`config.mk`:
```
export PLATFORM = sky130hd
export DESIGN_NAME = vga_sync_gen
export DESIGN_NICKNAME = d
export VERILOG_FILES = /design/src/rtl/vga_sync_gen.sv
export SDC_FILE = /design/constraint.sdc
export NUM_CORES = 1
export LEC_CHECK = 0
export CAP_MARGIN = 30
export CORE_MARGIN = 10
export CORE_UTILIZATION = 25
export DETAILED_ROUTE_END_ITERATION = 12
export DONT_BUFFER_PORTS = 1
export SLEW_MARGIN = 10
export SYNTH_ARGS = -nofsm -noshare
export SYNTH_HDL_FRONTEND = slang
export SYNTH_SLANG_ARGS = --single-unit
export TNS_END_PERCENT = 5
```
`constraint.sdc`:
```
create_clock -name clk -period 3.1 [get_ports clk]
set_input_delay 0.31 -clock clk [delete_from_list [all_inputs] [get_ports clk]]
set_output_delay 0.31 -clock clk [all_outputs]
set_load 0.05 [all_outputs]
```
`src/rtl/vga_sync_gen.sv`:
```
// vga_sync_gen: raster counters plus registered sync, visible-area flag and line/frame pulses, all aligned to the counters.
module vga_sync_gen #(
  parameter int H_VISIBLE   = 640,
  parameter int H_FRONT     = 16,
  parameter int H_SYNC      = 96,
  parameter int H_BACK      = 48,
  parameter int V_VISIBLE   = 480,
  parameter int V_FRONT     = 10,
  parameter int V_SYNC      = 2,
  parameter int V_BACK      = 33,
  parameter bit SYNC_ACTIVE = 1'b0
) (
  input  logic       clk,
  input  logic       reset,
  input  logic       pix_en,
  output logic [9:0] CounterX,
  output logic [9:0] CounterY,
  output logic       hsync,
  output logic       vsync,
  output logic       in_display,
  output logic       frame_start,
  output logic       line_start
);
  localparam int H_TOTAL = H_VISIBLE + H_FRONT + H_SYNC + H_BACK;
  localparam int V_TOTAL = V_VISIBLE + V_FRONT + V_SYNC + V_BACK;
  localparam logic [9:0]  H_LAST = 10'(H_TOTAL - 1);
  localparam logic [9:0]  V_LAST = 10'(V_TOTAL - 1);
  localparam logic [10:0] H_VIS  = 11'(H_VISIBLE);
  localparam logic [10:0] V_VIS  = 11'(V_VISIBLE);
  localparam logic [10:0] HS_BEG = 11'(H_VISIBLE + H_FRONT);
  localparam logic [10:0] HS_END = 11'(H_VISIBLE + H_FRONT + H_SYNC);
  localparam logic [10:0] VS_BEG = 11'(V_VISIBLE + V_FRONT);
  localparam logic [10:0] VS_END = 11'(V_VISIBLE + V_FRONT + V_SYNC);
  logic [9:0] r_x, r_y, w_nx, w_ny;
  logic       r_hs, r_vs, r_disp, r_fs, r_ls;
  logic       w_x_wrap, w_hact, w_vact, w_disp;
  // Decode from the next counter values so the registered flags line up with the registered counters.
  always_comb begin
    w_x_wrap = r_x == H_LAST;
    w_nx     = w_x_wrap ? 10'd0 : r_x + 10'd1;
    w_ny     = w_x_wrap ? ((r_y == V_LAST) ? 10'd0 : r_y + 10'd1) : r_y;
    w_hact   = {1'b0, w_nx} >= HS_BEG && {1'b0, w_nx} < HS_END;
    w_vact   = {1'b0, w_ny} >= VS_BEG && {1'b0, w_ny} < VS_END;
    w_disp   = {1'b0, w_nx} < H_VIS && {1'b0, w_ny} < V_VIS;
  end
  always_ff @(posedge clk or negedge reset) begin
    if (!reset) begin
      r_x    <= H_LAST;
      r_y    <= V_LAST;
      r_hs   <= ~SYNC_ACTIVE;
      r_vs   <= ~SYNC_ACTIVE;
      r_disp <= 1'b0;
      r_fs   <= 1'b0;
      r_ls   <= 1'b0;
    end else begin
      r_fs <= 1'b0;
      r_ls <= 1'b0;
      if (pix_en) begin
        r_x    <= w_nx;
        r_y    <= w_ny;
        r_hs   <= w_hact ? SYNC_ACTIVE : ~SYNC_ACTIVE;
        r_vs   <= w_vact ? SYNC_ACTIVE : ~SYNC_ACTIVE;
        r_disp <= w_disp;
        r_ls   <= w_nx == 10'd0;
        r_fs   <= w_nx == 10'd0 && w_ny == 10'd0;
      end
    end
  end
  assign CounterX    = r_x;
  assign CounterY    = r_y;
  assign hsync       = r_hs;
  assign vsync       = r_vs;
  assign in_display  = r_disp;
  assign frame_start = r_fs;
  assign line_start  = r_ls;
endmodule

```
==> impl_summary.log, run 1 <==
[metrics] status: completed
[metrics] Total Wirelength: 4780 um
[metrics] pwr/cell area: 735 nW/um^2
[metrics] standby leakage power: 0.760 nW
[metrics] post-DP HPWL: 3610 um
[metrics] fill count: 750
[metrics] instance count after placement with tap cells included: 304
[metrics] launching element type of the critical path: register
[metrics] remaining max-slew budget at the tightest pin: 0.547
[metrics] number of max-capacitance violations reported: 0
[metrics] H-tree level count: 1
[metrics] via count of the first global-routing pass: 1505
[metrics] standard-cell row count: 31
[metrics] share of cells above drive strength 1: 0.237
[metrics] DIE AREA: 11100 um^2
[metrics] shortest clock period the worst path allows after layout: 2.55 ns
[metrics] share of the synthesized area in the top cell type: 0.179
[metrics] hold crit path type: input pin to register
[metrics] cells resized by post-CTS repair: 0
[metrics] Net Count, Synth: 213
[metrics] Worst-Skew Late Latency: 0.27 ns
[metrics] via count: 1516
[metrics] Avg Cell Area, Syn: 8.84 um^2
[metrics] clock slew at the register clock pins of the worst setup and hold paths: 0.10 ns
[metrics] placed instance area: 1970 um^2
[metrics] First DRT Iteration DRCs: 113
[metrics] Period Utilization, post-route: 0.822
[metrics] largest net degree at the start of global routing: 30
[metrics] critical path data required time: 3.26 ns
[metrics] share of flip-flops with an asynchronous set or reset after synthesis: 1.00
[metrics] setup fix buffers added after clock tree synthesis: 0
[metrics] IR drop worst, VDD: 0.189 mV
[metrics] Pre-Repair DR Iteration Count: 4
[metrics] Worst R2R Setup Slack: 0.55 ns
[metrics] cell type contributing the most total cell area after synthesis: dfrtp_1
[metrics] TritonCTS Buffers: 3
[metrics] highest-count cells in the layout ignoring fill and taps: nand2_1, nor2_1, buf_4
[metrics] Final Setup Violations: 0
[metrics] remaining antenna violation count: 0
[metrics] Distinct cells, synth: 53
[metrics] starting utilization of the core area: 0.254
[metrics] Setup CP Type: register to register
[metrics] final weighted congestion in routability-driven placement: 0.833
[metrics] number of diodes: 0
[metrics] Routed WL per cell: 15.4 um
[metrics] post-synthesis cell area: 1820 um^2
[metrics] most common library cell in the layout ignoring fill and taps: nand2_1
[metrics] area growth from synthesis to layout: 12.6%
[metrics] setup repair after global routing missed its margin: false
[metrics] sequential fraction of the synthesis area: 0.352
[metrics] top cells by area in the synthesized netlist: dfrtp_1, dfstp_2, xnor2_1
[metrics] maximum clock frequency: 392 MHz
[metrics] final standard cell count with taps included and fillers excluded: 310
[metrics] Worst EP arrival: 2.71 ns
[metrics] vias per std cell: 4.89
[metrics] flops & latches, synth: 25
[metrics] Non-Filler Cell Area, Final: 2050 um^2
[metrics] maximum root-to-sink buffer count: 2
[metrics] GRT overflow: 0
[metrics] largest driver fanout on the critical path: 9
[metrics] Final Net Count: 219
[metrics] count of clock tree sinks: 25
[metrics] Floorplan Core Area: 7180 um^2
[metrics] number of endpoints with negative hold slack in the final report: 0
[metrics] Primary FF master, synth: dfrtp_1
[metrics] antenna violations before repair: 0
[metrics] pin slew with the least headroom to its limit: 0.679 ns
[metrics] Tot GR Track Use: 0.0842
[metrics] fin worst setup slack: 0.551 ns
[metrics] floorplan die height: 105 um
[metrics] instance count of the mapped netlist: 206
[metrics] EDFF count, synth: 0
[metrics] summed negative setup slack over all endpoints: 0 ns
[metrics] x dimension of the die: 105 um
[metrics] nature of the critical path endpoint: register
[metrics] number of warnings reported in the yosys synthesis log: 0
[metrics] Final Skew: 0.00738 ns
[metrics] Post-CTS Hold Buffers: 2
[metrics] first-pass GRT wire length: 8040 um
[metrics] root buffer cell: clkbuf_8
[metrics] Place WS: 0.569 ns
[metrics] count of boundary I/O pins: 28
[metrics] TritonCTS clock tree: done
[metrics] final max-slew violation count: 0
[metrics] number of buffer cells added on primary ports: 0
[metrics] DRC violation count after routing: 0
[cells in the mapped netlist, drive strengths merged, types with 2 or more instances]
cell     number
ha            4
clkbuf        5
xor2          4
nor4          4
nor2         18
nand4         8
nor3b         2
o21ai         9
a41oi         2
xnor2        10
o31ai         3
o2bb2ai       2
a211oi        2
nand4b        2
inv           6
nand3        15
a21oi         9
mux2          3
dfstp        12
a32o          2
nand2b        5
and2          2
nand2        21
nor3          7
mux2i         3
and3          3
a31oi         4
buf          12
dfrtp        13
[routing by layer]
layer	share of wire	GRT usage	up-vias	routed length, um
li1	-	-	757	-
met1	0.46	0.107	726	2210
met2	0.46	0.137	29	2210
met3	0.065	0.0231	4	312
met4	0.011	0.0225	0	51
met5	0	0	-	0
[where the power goes]
group | switching (mW) | total (mW) | internal, mW
clock network | 0.110 | 0.200 | 0.0899
logic | 0.479 | 0.717 | 0.237
registers | 0.172 | 0.591 | 0.420
[state kept, by name (all words and copies together), names as in the netlist]
name,flops
CounterX,10
CounterY,10
frame_start,1
hsync,1
in_display,1
line_start,1
vsync,1
[kinds of logic (layout without fill, tap and decap cells)]
group | after synthesis | in the layout | share of synthesized area
AND/OR/NAND/NOR | 93 | 93 | 0.296
XOR/XNOR | 14 | 14 | 0.0673
multiplexers | 6 | 6 | 0.0350
flip-flops | 25 | 25 | 0.352
buffers and inverters | 23 | 28 | 0.0625
adder cells (fa/ha/maj) | 4 | 4 | 0.0275
AO/OA/AOI/OAI | 41 | 41 | 0.160
[worst max-delay path: stages (launching register included)]
cell,delay (ns)
dfrtp_1,0.64
inv_1,0.14
ha_1,0.14
nor3b_1,0.22
nand4_2,0.24
and3_1,0.25
a21oi_1,0.26
o2111ai_1,0.19
a2111oi_2,0.36
[final cells by class]
class	count	area, um^2	share of cell area
multi-input combinational	158	1070	0.520
sequential	25	641	0.312
timing repair buffer	18	150	0.0732
tap	99	124	0.0604
clock buffer	3	41.3	0.0201
inverter	6	22.5	0.0110
clock inverter	1	5.00	0.00244
[through the flow]
step / utilization / hold WS, ns / power, mW
finish: 0.286 / 0.0845 / 1.51
global route: 0.286 / 0.0667 / 1.61
global placement: 0.275 / 0.0154 / 1.31
floorplan: - / 0.0144 / 1.17
detailed placement: 0.275 / 0.0153 / 1.31
CTS: 0.286 / 0.0772 / 1.52
[final timing paths]
path                                          from                      end  depth (start not counted)
setup / recovery           CounterY[1]$_DFFE_PN0P_    frame_start$_DFF_PN0_                          8
hold / removal                              pix_en  CounterX[9]$_DFFE_PN1P_                          1
setup reg to reg           CounterY[1]$_DFFE_PN0P_    frame_start$_DFF_PN0_                          8
hold reg to reg            CounterX[5]$_DFFE_PN0P_  CounterX[5]$_DFFE_PN0P_                          1
max in group asynchronous                    reset  CounterX[0]$_DFFE_PN1P_                          2
min in group asynchronous                    reset  CounterY[7]$_DFFE_PN0P_                          2
No activity file was read; power rests on OpenSTA's default activity.
==> inputs of run 2 (changes only) <==
==> constraint.sdc (replaced) <==
create_clock -name clk -period 2 [get_ports clk]
set_input_delay 0.2 -clock clk [delete_from_list [all_inputs] [get_ports clk]]
set_output_delay 0.2 -clock clk [all_outputs]
set_load 0.05 [all_outputs]
==> run 2 against run 1 <==
Compared with the run above: the run now ends with setup timing left; die area stayed put; clock power increased by 61%; first-iteration DRC count is 42% lower; non-clock buffer count increased by 43; critical path depth shrank 1; via count increased by 12%; count of clock-buffer cells in the layout unchanged; sequential power grew 30%; global-route usage increased by 1.0 points.
==> impl_summary.log, run 2 (synthesis gave the netlist of run 1 again) <==
[metrics] instance count after placement with tap cells included: 344 (+13%)
[metrics] Final Setup Violations: 7 (+7)
[metrics] standard-cell row count: 31 (unchanged)
[metrics] remaining antenna violation count: 0 (unchanged)
[metrics] fin worst setup slack: -0.219 ns (-0.770 ns)
[metrics] Period Utilization, post-route: 1.11 (+0.287)
[metrics] setup repair after global routing missed its margin: true
[metrics] number of diodes: 0 (unchanged)
[metrics] ordered cell list for the critical path: ha_4 > nand4_1 > nor3b_4 > buf_6 > o2bb2ai_2 > nand4b_1 > a2111oi_2
[metrics] via count: 1697 (+12%)
[metrics] multi-input logic area: 1170 um^2 (+10%)
[metrics] post-DP HPWL: 3980 um (+10%)
[metrics] Final Net Count: 262 (+20%)
[metrics] Worst Hold Margin: 0.0191 ns (-0.0653 ns)
[metrics] longest individual stage delay on the worst path: 0.64 ns (about the same)
[metrics] Cell Int Power: 1.43 mW (+92%)
[metrics] TritonCTS Buffers: 3 (unchanged)
[metrics] hold crit path type: input pin to register
[metrics] Worst-Skew Late Latency: 0.27 ns (about the same)
[metrics] summed negative setup slack over all endpoints: -0.800 ns (-0.800 ns)
[metrics] maximum clock frequency: 451 MHz (+15%)
[metrics] First DRT Iteration DRCs: 65 (-42%)
[metrics] DIE AREA: 11100 um^2 (unchanged)
[metrics] largest driver fanout on the critical path: 7 (-2)
[metrics] pwr/cell area: 1090 nW/um^2 (+48%)
[metrics] Place WS: -0.198 ns (-0.767 ns)
[metrics] count of clock tree sinks: 25 (unchanged)
[metrics] final standard cell count with taps included and fillers excluded: 353 (+14%)
[metrics] Setup CP Type: register to register
[metrics] number of endpoints with negative hold slack in the final report: 0 (unchanged)
[metrics] launching element type of the critical path: register
[metrics] H-tree level count: 1 (unchanged)
[metrics] proportion of total power due to net switching: 0.472 (-0.0328)
[metrics] count of boundary I/O pins: 28 (unchanged)
[metrics] buffers and inverters on the worst path: 1 (unchanged)
[metrics] critical path data required time: 2.17 ns (-1.09 ns)
[metrics] Final Skew: 0.00506 ns (-0.00232 ns)
[metrics] Net Sw Power: 1.28 mW (+68%)
[metrics] Worst EP arrival: 2.39 ns (-0.32 ns)
[metrics] TritonCTS clock tree: done
[metrics] final weighted congestion in routability-driven placement: 0.861 (+3.3%)
[metrics] status: finished with violations
[metrics] DRC violation count after routing: 0 (unchanged)
[metrics] remaining max-slew budget at the tightest pin: 0.668 (+0.121)
[metrics] highest-count cells in the layout ignoring fill and taps: buf_4, nand2_1, nor2_1
[metrics] Tot GR Track Use: 0.0943 (+0.0101)
[metrics] floorplan die height: 105 um (unchanged)
[metrics] share of cells above drive strength 1: 0.421 (+0.184)
[metrics] x dimension of the die: 105 um (unchanged)
[metrics] largest net degree at the start of global routing: 28 (-6.7%)
[metrics] nature of the critical path endpoint: register
[metrics] standby leakage power: 0.996 nW (+31%)
[metrics] violations in the final reports: setup timing
[metrics] Final Power: 2.71 mW (+80%)
[metrics] pin slew with the least headroom to its limit: 0.498 ns (-0.181 ns)
[metrics] Pre-Repair DR Iteration Count: 4 (unchanged)
[metrics] Total Wirelength: 5460 um (+14%)
[metrics] clock slew at the register clock pins of the worst setup and hold paths: 0.10 ns (about the same)
[metrics] CP max-delay cell: dfstp_4
[metrics] final max-slew violation count: 0 (unchanged)
[metrics] Routed WL per cell: 15.5 um (+0.20%)
[metrics] CP top delay family: simple AND/OR/NAND/NOR gates
[metrics] via count of the first global-routing pass: 1732 (+15%)
[metrics] IR drop worst, VDD: 0.686 mV (+260%)
[metrics] fill count: 728 (-2.9%)
[metrics] number of buffer cells added on primary ports: 0 (unchanged)
[metrics] starting utilization of the core area: 0.254 (unchanged)
[metrics] FF/Latch Area: 649 um^2 (+1.4%)
[metrics] clock share of power: 0.119 (-0.014)
[metrics] part of the power in combinational logic: 0.598 (+0.123)
[metrics] vias per std cell: 4.81 (-1.7%)
[metrics] Reg power frac: 0.284 (-0.108)
[metrics] area growth from synthesis to layout: 37.3%
[metrics] antenna violations before repair: 0 (unchanged)
[metrics] first-pass GRT wire length: 8810 um (+9.6%)
[metrics] GRT overflow: 0 (unchanged)
[metrics] root buffer cell: clkbuf_8
[metrics] maximum root-to-sink buffer count: 2 (unchanged)
[metrics] number of max-capacitance violations reported: 0 (unchanged)
[metrics] most common library cell in the layout ignoring fill and taps: buf_4
[metrics] shortest clock period the worst path allows after layout: 2.22 ns (-0.330 ns)
[metrics] Floorplan Core Area: 7180 um^2 (unchanged)
[run 2: changes by cell type in the layout (fill, tap and decap cells not counted), sizes merged]
cell / delta
dlygate4sd3: +2
buf: +41
clkinv: -1
clkinvlp: +1
[run 2: final timing paths]
kind / startpoint / to / slack [ns] / cells after the start
worst max-delay path: CounterX[1]$_DFFE_PN1P_ / frame_start$_DFF_PN0_ / -0.22 / 7
worst min-delay path: pix_en / vsync$_DFFE_PN1P_ / 0.02 / 1
worst max register to register: CounterX[1]$_DFFE_PN1P_ / frame_start$_DFF_PN0_ / -0.22 / 7
worst min register to register: CounterX[4]$_DFFE_PN1P_ / CounterX[4]$_DFFE_PN1P_ / 0.53 / 1
max in group asynchronous: reset / CounterY[3]$_DFFE_PN1P_ / 1.40 / 2
min in group asynchronous: reset / CounterY[7]$_DFFE_PN0P_ / 0.37 / 2
[run 2: repair_timing]
action | in CTS | in global routing
resized for setup | 0 | 17
pin swaps | 6 | 8
hold buffers | 3 | 1
buffers inserted | 0 | 1
hold endpoints to repair | 28 | 1
setup endpoints to repair | 10 | 12
[run 2: power groups by stage]
stage	Combinational, mW	Clock, mW	Sequential (mW)
5_1_grt	1.76	0.358	0.789
2_1_floorplan	0.752	0	1.12
3_3_place_gp	1.57	0	0.781
6_report	1.62	0.322	0.770
4_1_cts	1.60	0.336	0.771
3_5_place_dp	1.57	0	0.780
[run 2: layout make-up]
class,instances,area share
Multi-Input combinational cell,158,0.470
Sequential cell,25,0.260
Timing Repair Buffer,61,0.193
Tap cell,99,0.0495
Clock buffer,3,0.0165
Inverter,6,0.00900
Clock inverter,1,0.00300
[run 2: metal layers]
layer  part of all wire  GRT usage  vias to the layer above  routed length [um]
met3              0.070     0.0335                        2                 383
met2               0.46      0.154                       55                2530
met4             0.0051     0.0137                        0                  28
met5                  0          0                        -                   0
met1               0.46      0.119                      803                2510
li1                   -          -                      837                   -
[run 2: metrics by stage]
stage,instance area [um^2],util
final,2500,0.349
after global routing,2500,0.349
after CTS,2420,0.337
after detailed placement,2330,0.324
after global placement,2330,0.324
after floorplan,1880,-
[run 2: worst reg2reg max path: stages, from the launching register on]
cell       delay [ns]
dfstp_4          0.64
ha_4             0.16
nand4_1          0.18
nor3b_4          0.33
buf_6            0.17
o2bb2ai_2        0.18
nand4b_1         0.17
a2111oi_2        0.28
==> inputs of run 3 (changes only) <==
--- a/config.mk
+++ b/config.mk
@@ -10,6 +10,7 @@
 export CORE_UTILIZATION = 25
 export DETAILED_ROUTE_END_ITERATION = 12
 export DONT_BUFFER_PORTS = 1
+export GPL_ROUTABILITY_DRIVEN = 0
 export SLEW_MARGIN = 10
 export SYNTH_ARGS = -nofsm -noshare
 export SYNTH_HDL_FRONTEND = slang
==> results of run 3 <==
The final DEF is identical to that of run 2; final timing and power are the same.
